===== src/rtl/menu_controller.sv =====
// menu_controller: three-state button menu (IDLE/BROWSE/ISSUE) issuing one valid/ready command per selection.
// Define MENU_TIMEOUT_EN to enable the BROWSE inactivity timeout (TIMEOUT_CYCLES idle cycles).
module menu_controller #(
    parameter int N_ITEMS        = 6,
    parameter int TIMEOUT_CYCLES = 1000
) (
    input  logic       clk,
    input  logic       rst_n,
    input  logic       btn_next,
    input  logic       btn_sel,
    input  logic       btn_back,
    input  logic       cmd_ready,
    output logic       cmd_valid,
    output logic [2:0] cmd_item,
    output logic [2:0] menu_idx,
    output logic       menu_active
);
    typedef enum logic [1:0] {IDLE, BROWSE, ISSUE} state_t;
    state_t state_q, state_d;
    logic [2:0] idx_q, idx_d, item_q, item_d;
    logic valid_q, valid_d, active_q, active_d;
    logic any_btn;
`ifdef MENU_TIMEOUT_EN
    logic [15:0] cnt_q, cnt_d;
    logic timed_out;
    assign timed_out = cnt_q == 16'(TIMEOUT_CYCLES - 1);
`else
    logic [15:0] unused_timeout;
    logic timed_out;
    assign unused_timeout = 16'(TIMEOUT_CYCLES);
    assign timed_out = 1'b0;
`endif
    assign any_btn = btn_next | btn_sel | btn_back;
    always_comb begin
        state_d = state_q;
        idx_d   = idx_q;
        item_d  = item_q;
        case (state_q)
            IDLE: if (btn_next || btn_sel) begin
                state_d = BROWSE;
                idx_d   = 3'd0;
            end
            BROWSE: begin
                if (btn_back)
                    state_d = IDLE;
                else if (btn_sel) begin
                    state_d = ISSUE;
                    item_d  = idx_q;
                end else if (btn_next)
                    idx_d = (idx_q == 3'(N_ITEMS - 1)) ? 3'd0 : idx_q + 3'd1;
                else if (timed_out)
                    state_d = IDLE;
            end
            ISSUE: if (cmd_ready) state_d = IDLE;
            default: state_d = IDLE;
        endcase
        valid_d  = state_d == ISSUE;
        active_d = state_d != IDLE;
    end
`ifdef MENU_TIMEOUT_EN
    // Counts only uninterrupted stays in BROWSE; any pulse or exit restarts it.
    always_comb cnt_d = (state_q == BROWSE && state_d == BROWSE && !any_btn) ? cnt_q + 16'd1 : 16'd0;
    always_ff @(posedge clk or negedge rst_n)
        if (!rst_n) cnt_q <= 16'd0;
        else        cnt_q <= cnt_d;
`else
    logic unused_btn;
    assign unused_btn = any_btn;
`endif
    always_ff @(posedge clk or negedge rst_n) begin
        if (!rst_n) begin
            state_q  <= IDLE;
            idx_q    <= 3'd0;
            item_q   <= 3'd0;
            valid_q  <= 1'b0;
            active_q <= 1'b0;
        end else begin
            state_q  <= state_d;
            idx_q    <= idx_d;
            item_q   <= item_d;
            valid_q  <= valid_d;
            active_q <= active_d;
        end
    end
    assign cmd_valid   = valid_q;
    assign cmd_item    = item_q;
    assign menu_idx    = idx_q;
    assign menu_active = active_q;
endmodule


===== config.mk =====
export PLATFORM = sky130hd
export DESIGN_NAME = menu_controller
export DESIGN_NICKNAME = d
export VERILOG_FILES = /design/src/rtl/menu_controller.sv
export SDC_FILE = /design/constraint.sdc
export NUM_CORES = 1
export LEC_CHECK = 0
export CELL_PAD_IN_SITES_DETAIL_PLACEMENT = 1
export CELL_PAD_IN_SITES_GLOBAL_PLACEMENT = 2
export CORE_UTILIZATION = 24
export DETAILED_ROUTE_END_ITERATION = 7
export GPL_TIMING_DRIVEN = 0
export PLACE_DENSITY_LB_ADDON = 0.3
export SLEW_MARGIN = 10
export SYNTH_ARGS = -nofsm -noshare
export SYNTH_HDL_FRONTEND = slang
export SYNTH_SLANG_ARGS = --single-unit

===== constraint.sdc =====
create_clock -name clk -period 1.3 [get_ports clk]
set_clock_uncertainty 0.2 [all_clocks]
set_input_delay 0.39 -clock clk [delete_from_list [all_inputs] [get_ports clk]]
set_output_delay 0.39 -clock clk [all_outputs]
set_load 0.02 [all_outputs]

==> results by group, run 1 <==
Routing
  – Vias per inst: roughly 4.2
  – Via count: between 400 and 500
  – Number of remaining DRC errors: 0
  – Iteration-0 DRC Markers: 2
  – Final WL: approximately 1100 um
  – Antenna violation net count after detailed routing: 0
  – Number of detailed-route iterations in the first pass: 2
  – Mean routed wirelength per cell: ~12 um

STA
  – Final setup violation count: 15
  – Post-route minimum period: ~1.4 ns
  – Final total negative setup slack: -0.948 ns
  – RSZ-0062 raised after global routing: yes
  – Share of the clock period used by the worst path: 108%
  – Maximum frequency from static timing analysis: approximately 0.71 GHz
  – Worst slew slack as a fraction of its limit: between 70 and 80%
  – Transition time of the tightest slew-check pin: approximately 0.44 ns
  – Post-route setup slack: -0.108 ns
  – Final hold violations: 0
  – Number of max-slew violations in the final report: 0

Clock tree
  – Clk root buf: sky130_fd_sc_hd__clkbuf_4
  – CTS Buffer Depth: 2
  – Number of H-tree levels: 1
  – Cts bufs inserted: 3
  – Clock latency of the later-clocked register in the worst-skew pair: approximately 0.25 ns
  – Count of hold-fix buffers inserted at cts: 0
  – Clk slew on worst S/H paths: about 0.070 ns
  – CTS tree: done
  – Number of sinks on the clock net: 10

Floorplan
  – Top Ports: 14
  – Total number of placement rows: 15
  – Overall die height: about 47 um
  – DIE AREA: about 2200 um^2
  – Die span in x: 47.1 um
  – Placeable core area: 1820 um^2
  – Initial Util: a little over a quarter

Synth
  – Synth Warn #: 0
  – Synthesized area divided by synthesized cell count: approximately 11 um^2
  – Yosys reg bits: 10
  – Net Count, Synth: 49
  – Syn Inst Count: 43
  – Post-synth cell types: 22
  – Post-synth design cell area: just under 500 um^2
  – Proportion of synthesized chip area in sequential cells: between 50 and 60%

Pwr
  – Lkg Pwr: 0.366 nW
  – Pwr Density: between 1500 and 2000 nW/um^2
  – Peak supply drop: about 0.0006 V

Worst setup path
  – Top Family by Delay on Critical Path: flip-flops
  – Reg-to-reg endpoint: menu_idx[1]$_DFFE_PN0P_
  – Setup slack of the most critical reg-to-reg path: -0.08 ns
  – Required time worst endpoint: 0.71 ns
  – Crit-path max FO: 3
  – Cell-by-cell trace of the critical path: buf_6
  – Endpoint type of the worst setup path: output port
  – Worst R2R Start: menu_idx[0]$_DFFE_PN0P_
  – Worst Reg-to-Reg Cells: 3
  – Slowest library cell on the worst path: sky130_fd_sc_hd__dfrtp_2
  – Worst setup path class: flip-flop to output port
  – Startpoint class of the critical path: flip-flop
  – Number of buffers and inverters on the critical path: 1
  – Worst path max stage delay: approximately 0.43 ns
  – Signal arrival time at the worst endpoint: 0.82 ns

Placed design
  – Post-Place Cells: 81
  – Global placement routability congestion: 0.764
  – Buffers on Ports: 13
  – Detailed placer's ending HPWL: ~760 um

Run
  – Number of max-cap violations: 0

Layout
  – Net count, final: slightly below 80
  – Number of antenna cells inserted: 0
  – Final Instance Count excl. Fillers: 96
  – Layout cell share with drive strength beyond 1: roughly 54%
  – Area delta synth->final: 62.8%

Hold path
  – Class of the most critical hold timing path: primary input to async pin

GRT
  – Number of global-route vias before repair: about 380
  – Maximum number of pins on one net before global-route repair: 11
  – Antenna violations before repair: 0
  – Wire length of the first global-routing pass: about 1800 um
  – Tot GR Track Use: a little under an eighth
  – Aggregate global routing overflow: 0

Outcome
  – Status: finished, violations left
  – Violations in the final reports: setup timing
## state kept, by name, summed over array words and instances (netlist names)
signal / cells
state_q: 2
cmd_valid: 1
menu_active: 1
cmd_item: 3
menu_idx: 3
## cell families after synthesis
| kind of cell | Yosys count | synth area share, % |
|---|---|---|
| AND/OR/NAND/NOR | 14 | 17.2 |
| AO/OA/AOI/OAI | 10 | 14.6 |
| flip-flops | 10 | 51.3 |
| buffers and inverters | 5 | 5.64 |
| multiplexers | 4 | 11.3 |
## area by class of cell
type / count / area, um^2
sequential: 10 / 253
timing repair buffer: 25 / 235
fill: 212 / 1030
inverter: 3 / 11.3
tap: 25 / 31.3
multi-input combinational: 28 / 220
clock buffer: 4 / 36.3
buffer: 1 / 7.51
## layout by cell type, fill, tap and decap left out
| master | netlist | routed |
|---|---|---|
| sky130_fd_sc_hd__a21o_1 | 1 | 1 |
| sky130_fd_sc_hd__mux2i_1 | 1 | 1 |
| sky130_fd_sc_hd__and3_4 | 0 | 1 |
| sky130_fd_sc_hd__a211oi_2 | 1 | 1 |
| sky130_fd_sc_hd__nor2_4 | 0 | 1 |
| sky130_fd_sc_hd__clkbuf_8 | 0 | 1 |
| sky130_fd_sc_hd__clkbuf_4 | 0 | 3 |
| sky130_fd_sc_hd__buf_4 | 0 | 12 |
| sky130_fd_sc_hd__o311ai_1 | 0 | 1 |
| sky130_fd_sc_hd__o21ai_1 | 0 | 2 |
| sky130_fd_sc_hd__a21boi_1 | 0 | 1 |
| sky130_fd_sc_hd__nand2_1 | 1 | 1 |
| sky130_fd_sc_hd__o21bai_1 | 2 | 2 |
| sky130_fd_sc_hd__inv_1 | 3 | 2 |
| sky130_fd_sc_hd__nand3_1 | 1 | 1 |
| sky130_fd_sc_hd__clkdlybuf4s15_2 | 0 | 2 |
| sky130_fd_sc_hd__dfrtp_1 | 10 | 8 |
| sky130_fd_sc_hd__inv_2 | 0 | 1 |
| sky130_fd_sc_hd__or2_2 | 1 | 1 |
| sky130_fd_sc_hd__mux2_4 | 3 | 3 |
| sky130_fd_sc_hd__o21ai_0 | 4 | 2 |
| sky130_fd_sc_hd__dfrtp_2 | 0 | 2 |
| sky130_fd_sc_hd__nor2_1 | 4 | 4 |
| sky130_fd_sc_hd__or3b_1 | 1 | 1 |
| sky130_fd_sc_hd__or2b_1 | 1 | 1 |
| sky130_fd_sc_hd__dlygate4sd2_1 | 0 | 1 |
| sky130_fd_sc_hd__and4bb_2 | 1 | 1 |
| sky130_fd_sc_hd__buf_6 | 1 | 9 |
| sky130_fd_sc_hd__nand4_1 | 2 | 2 |
| sky130_fd_sc_hd__clkdlybuf4s50_1 | 0 | 2 |
## layer usage
metal  wire, um  track usage (%)  part of all wire [%]
met5          0                0                     0
met1        584             17.9                    51
met3         50             3.46                   4.4
met2        500             15.3                    44
met4          0             3.43                     0
## where the power goes
group | internal (mW) | switching (mW)
logic | 0.363 | 0.293
clock network | 0.170 | 0.105
registers | 0.402 | 0.0594
## cells in the mapped netlist, drive strengths merged
library cell / count / area (um^2)
dfrtp: 10 / 250
nor2: 5 / 21.3
o21ai: 4 / 20.0
inv: 3 / 11.3
mux2: 3 / 45.0
buf: 2 / 16.3
nand4: 2 / 12.5
o21bai: 2 / 15.0
a211oi: 1 / 12.5
a21boi: 1 / 7.51
a21o: 1 / 7.51
and3: 1 / 6.26
and4bb: 1 / 12.5
mux2i: 1 / 10.0
nand2: 1 / 3.75
nand3: 1 / 5.00
o311ai: 1 / 8.76
or2: 1 / 6.26
or2b: 1 / 7.51
or3b: 1 / 8.76
## worst max-delay path by stage
stage                       startpoint                 endpoint  slack, ns  cells past startpoint
2_1_floorplan     state_q[1]$_DFF_PN0_  cmd_item[0]$_DFFE_PN0P_      -0.11                      4
3_3_place_gp                   btn_sel  menu_idx[1]$_DFFE_PN0P_      -0.69                      4
3_5_place_dp                   btn_sel  menu_idx[2]$_DFFE_PN0P_      -0.70                      4
4_1_cts           state_q[1]$_DFF_PN0_  cmd_item[2]$_DFFE_PN0P_      -0.15                      4
5_1_grt        menu_idx[0]$_DFFE_PN0P_              menu_idx[0]      -0.13                      1
6_report       menu_idx[0]$_DFFE_PN0P_              menu_idx[0]      -0.11                      1
## metrics by stage
| step | hold WS, ns | worst slack, ns | utilization (%) | power (mW) | cell area (um^2) |
|---|---|---|---|---|---|
| after floorplan | -0.106 | -0.109 | - | 0.753 | 489 |
| after global placement | 0.300 | -0.692 | 35.7 | 0.961 | 651 |
| after detailed placement | 0.305 | -0.701 | 35.7 | 0.961 | 651 |
| after CTS | 0.262 | -0.147 | 41.4 | 1.34 | 753 |
| after global routing | 0.272 | -0.134 | 43.6 | 1.48 | 795 |
| final | 0.242 | -0.108 | 43.6 | 1.39 | 795 |
## repair_timing
item | CTS | global route
setup buffers | 8 | 4
resized for setup | 55 | 11
cloned | 0 | 0
endpoints found under the setup margin | 18 | 16
pin swaps | 3 | 4
Note: power is estimated with default switching activity, not from simulation.
==> run 2: changes to the inputs <==
- ABC_CLOCK_PERIOD_IN_PS: not set -> 1300
==> results of run 2 <==
Final layout, timing and power as in run 1 (identical DEF).
==> run 3: changes to the inputs <==
- PLACE_DENSITY: not set -> 0.68
- PLACE_DENSITY_LB_ADDON: 0.3 -> not set
==> run 3 against run 2 <==
The flow still finishes with violations (setup timing). Combinational power about the same. Wire length increased by 7.0%. Clock-buffer cell count unchanged. Via count increased by 4.7%. Flip-flop and latch count unchanged. Register-to-register slack got worse by 0.04 ns. Die area unchanged. Cell count unchanged. Hold slack got worse by 0.0049 ns. Critical path type is now flip-flop to flip-flop. Largest cell class unchanged.
==> results by group, run 3 (synthesized netlist as in run 1, its figures left out) <==
Outcome
  – Status: finished, violations left
  – Violations in the final reports: setup timing

Routing
  – Number of remaining DRC errors: 0
  – Antenna violation net count after detailed routing: 0
  – Mean routed wirelength per cell: between 10 and 15 um
  – Via count: about 430
  – Number of detailed-route iterations in the first pass: 4
  – Final WL: between 1000 and 1500 um
  – Iteration-0 DRC Markers: 3
  – Vias per inst: around 4.4

Pwr
  – Lkg Pwr: approximately 0.37 nW
  – Total power consumption of the routed design: about 1.4 mW
  – Pwr Density: approximately 1700 nW/um^2
  – Peak supply drop: 0.000722 V

Clock tree
  – Number of H-tree levels: 1
  – Clk root buf: sky130_fd_sc_hd__clkbuf_4
  – Number of sinks on the clock net: 10
  – CTS tree: done
  – Clock latency of the later-clocked register in the worst-skew pair: approximately 0.25 ns
  – Cts bufs inserted: 3
  – Clk slew on worst S/H paths: ~0.07 ns
  – CTS Buffer Depth: 2

STA
  – Final setup violation count: 14
  – Number of max-slew violations in the final report: 0
  – Transition time of the tightest slew-check pin: 0.433 ns
  – Final hold violations: 0
  – Post-route setup slack: -0.120 ns
  – RSZ-0062 raised after global routing: yes
  – Worst slew slack as a fraction of its limit: around 71%
  – Maximum frequency from static timing analysis: 0.704 GHz
  – Share of the clock period used by the worst path: 109%
  – Post-route minimum period: ~1.4 ns

Floorplan
  – DIE AREA: approximately 2200 um^2
  – Initial Util: a little over a quarter
  – Die span in x: approximately 47 um
  – Placeable core area: about 1800 um^2
  – Total number of placement rows: 15
  – Top Ports: 14
  – Overall die height: around 47 um

Layout
  – Most common library cell in the layout ignoring fill and taps: sky130_fd_sc_hd__buf_4
  – Fill cell count: between 200 and 250
  – Final Instance Count excl. Fillers: 96
  – Commonest cells after routing, fill and taps aside: sky130_fd_sc_hd__buf_4, sky130_fd_sc_hd__buf_6, sky130_fd_sc_hd__dfrtp_1
  – Net count, final: 78
  – Fin util: about 44%
  – Number of antenna cells inserted: 0
  – Area delta synth->final: 63.1%
  – Layout cell share with drive strength beyond 1: 53.5%

Worst setup path
  – Top Family by Delay on Critical Path: flip-flops
  – Signal arrival time at the worst endpoint: around 1.4 ns
  – Worst setup path class: flip-flop to flip-flop
  – Endpoint type of the worst setup path: flip-flop
  – Worst R2R Start: menu_idx[0]$_DFFE_PN0P_
  – Worst Reg-to-Reg Cells: 3
  – Reg-to-reg endpoint: menu_idx[1]$_DFFE_PN0P_
  – Cell-by-cell trace of the critical path: or3b_1 > a211oi_2 > mux2i_1
  – Required time worst endpoint: between 1 and 1.5 ns
  – Setup slack of the most critical reg-to-reg path: -0.12 ns
  – Critical path depth: 3
  – Crit-path max FO: 4
  – Slowest library cell on the worst path: sky130_fd_sc_hd__dfrtp_2
  – Startpoint class of the critical path: flip-flop
  – Number of buffers and inverters on the critical path: 0
  – Worst path max stage delay: ~0.4 ns

Run
  – Number of max-cap violations: 0

GRT
  – Antenna violations before repair: 0
  – Maximum number of pins on one net before global-route repair: 11
  – Aggregate global routing overflow: 0
  – Number of global-route vias before repair: between 400 and 500
  – Tot GR Track Use: about an eighth
  – Wire length of the first global-routing pass: 1860 um

Placed design
  – Detailed placer's ending HPWL: about 800 um
  – Global placement routability congestion: 0.700
  – Post-Place Cells: 81
  – Buffers on Ports: 13

Hold path
  – Class of the most critical hold timing path: primary input to async pin
[run 3: layout make-up]
cell class | instances | area (um^2) | area share (%)
multi-input combinational | 28 | 219 | 27.5
inverter | 3 | 11.3 | 1.42
sequential | 10 | 253 | 31.8
tap | 25 | 31.3 | 3.93
buffer | 1 | 7.51 | 0.943
clock buffer | 4 | 36.3 | 4.56
timing repair buffer | 25 | 238 | 29.9
[run 3: worst max path at each step]
stage	end	start	slack (ns)
after floorplan	cmd_item[0]$_DFFE_PN0P_	state_q[1]$_DFF_PN0_	-0.11
after global placement	menu_idx[1]$_DFFE_PN0P_	btn_sel	-0.69
after detailed placement	menu_idx[2]$_DFFE_PN0P_	btn_sel	-0.72
after CTS	menu_idx[1]$_DFFE_PN0P_	menu_idx[0]$_DFFE_PN0P_	-0.16
after global routing	menu_idx[1]$_DFFE_PN0P_	menu_idx[0]$_DFFE_PN0P_	-0.16
final	menu_idx[1]$_DFFE_PN0P_	menu_idx[0]$_DFFE_PN0P_	-0.12
[run 3: timing repair]
item / CTS / global route
endpoints found under the setup margin: 18 / 18
setup buffers: 9 / 3
pin swaps: 5 / 4
cloned: 0 / 0
hold buffers: 0 / 0
resized for setup: 59 / 7
[run 3: where the power goes]
group          internal (mW)  leakage, nW  total (mW)  switching [mW]
clock network          0.170       0.0210       0.271           0.102
registers              0.402        0.130       0.466          0.0635
logic                  0.363        0.217       0.655           0.292
total                  0.935        0.368        1.39           0.457
[run 3: per-layer routing]
layer,part of all wire (%),track usage [%],up-vias
li1,-,-,208
met1,44,14.5,205
met2,52,20.6,11
met3,2.7,2.69,2
met4,1.6,9.71,0
met5,0,0,-
[run 3: stage by stage]
step / area (um^2) / worst slack, ns / hold slack [ns] / setup TNS, ns
floorplan: 489 / -0.109 / -0.106 / -0.531
global placement: 651 / -0.686 / 0.300 / -7.92
detailed placement: 651 / -0.721 / 0.305 / -8.18
CTS: 763 / -0.162 / 0.248 / -1.48
global route: 796 / -0.156 / 0.265 / -1.71
finish: 796 / -0.120 / 0.237 / -1.08
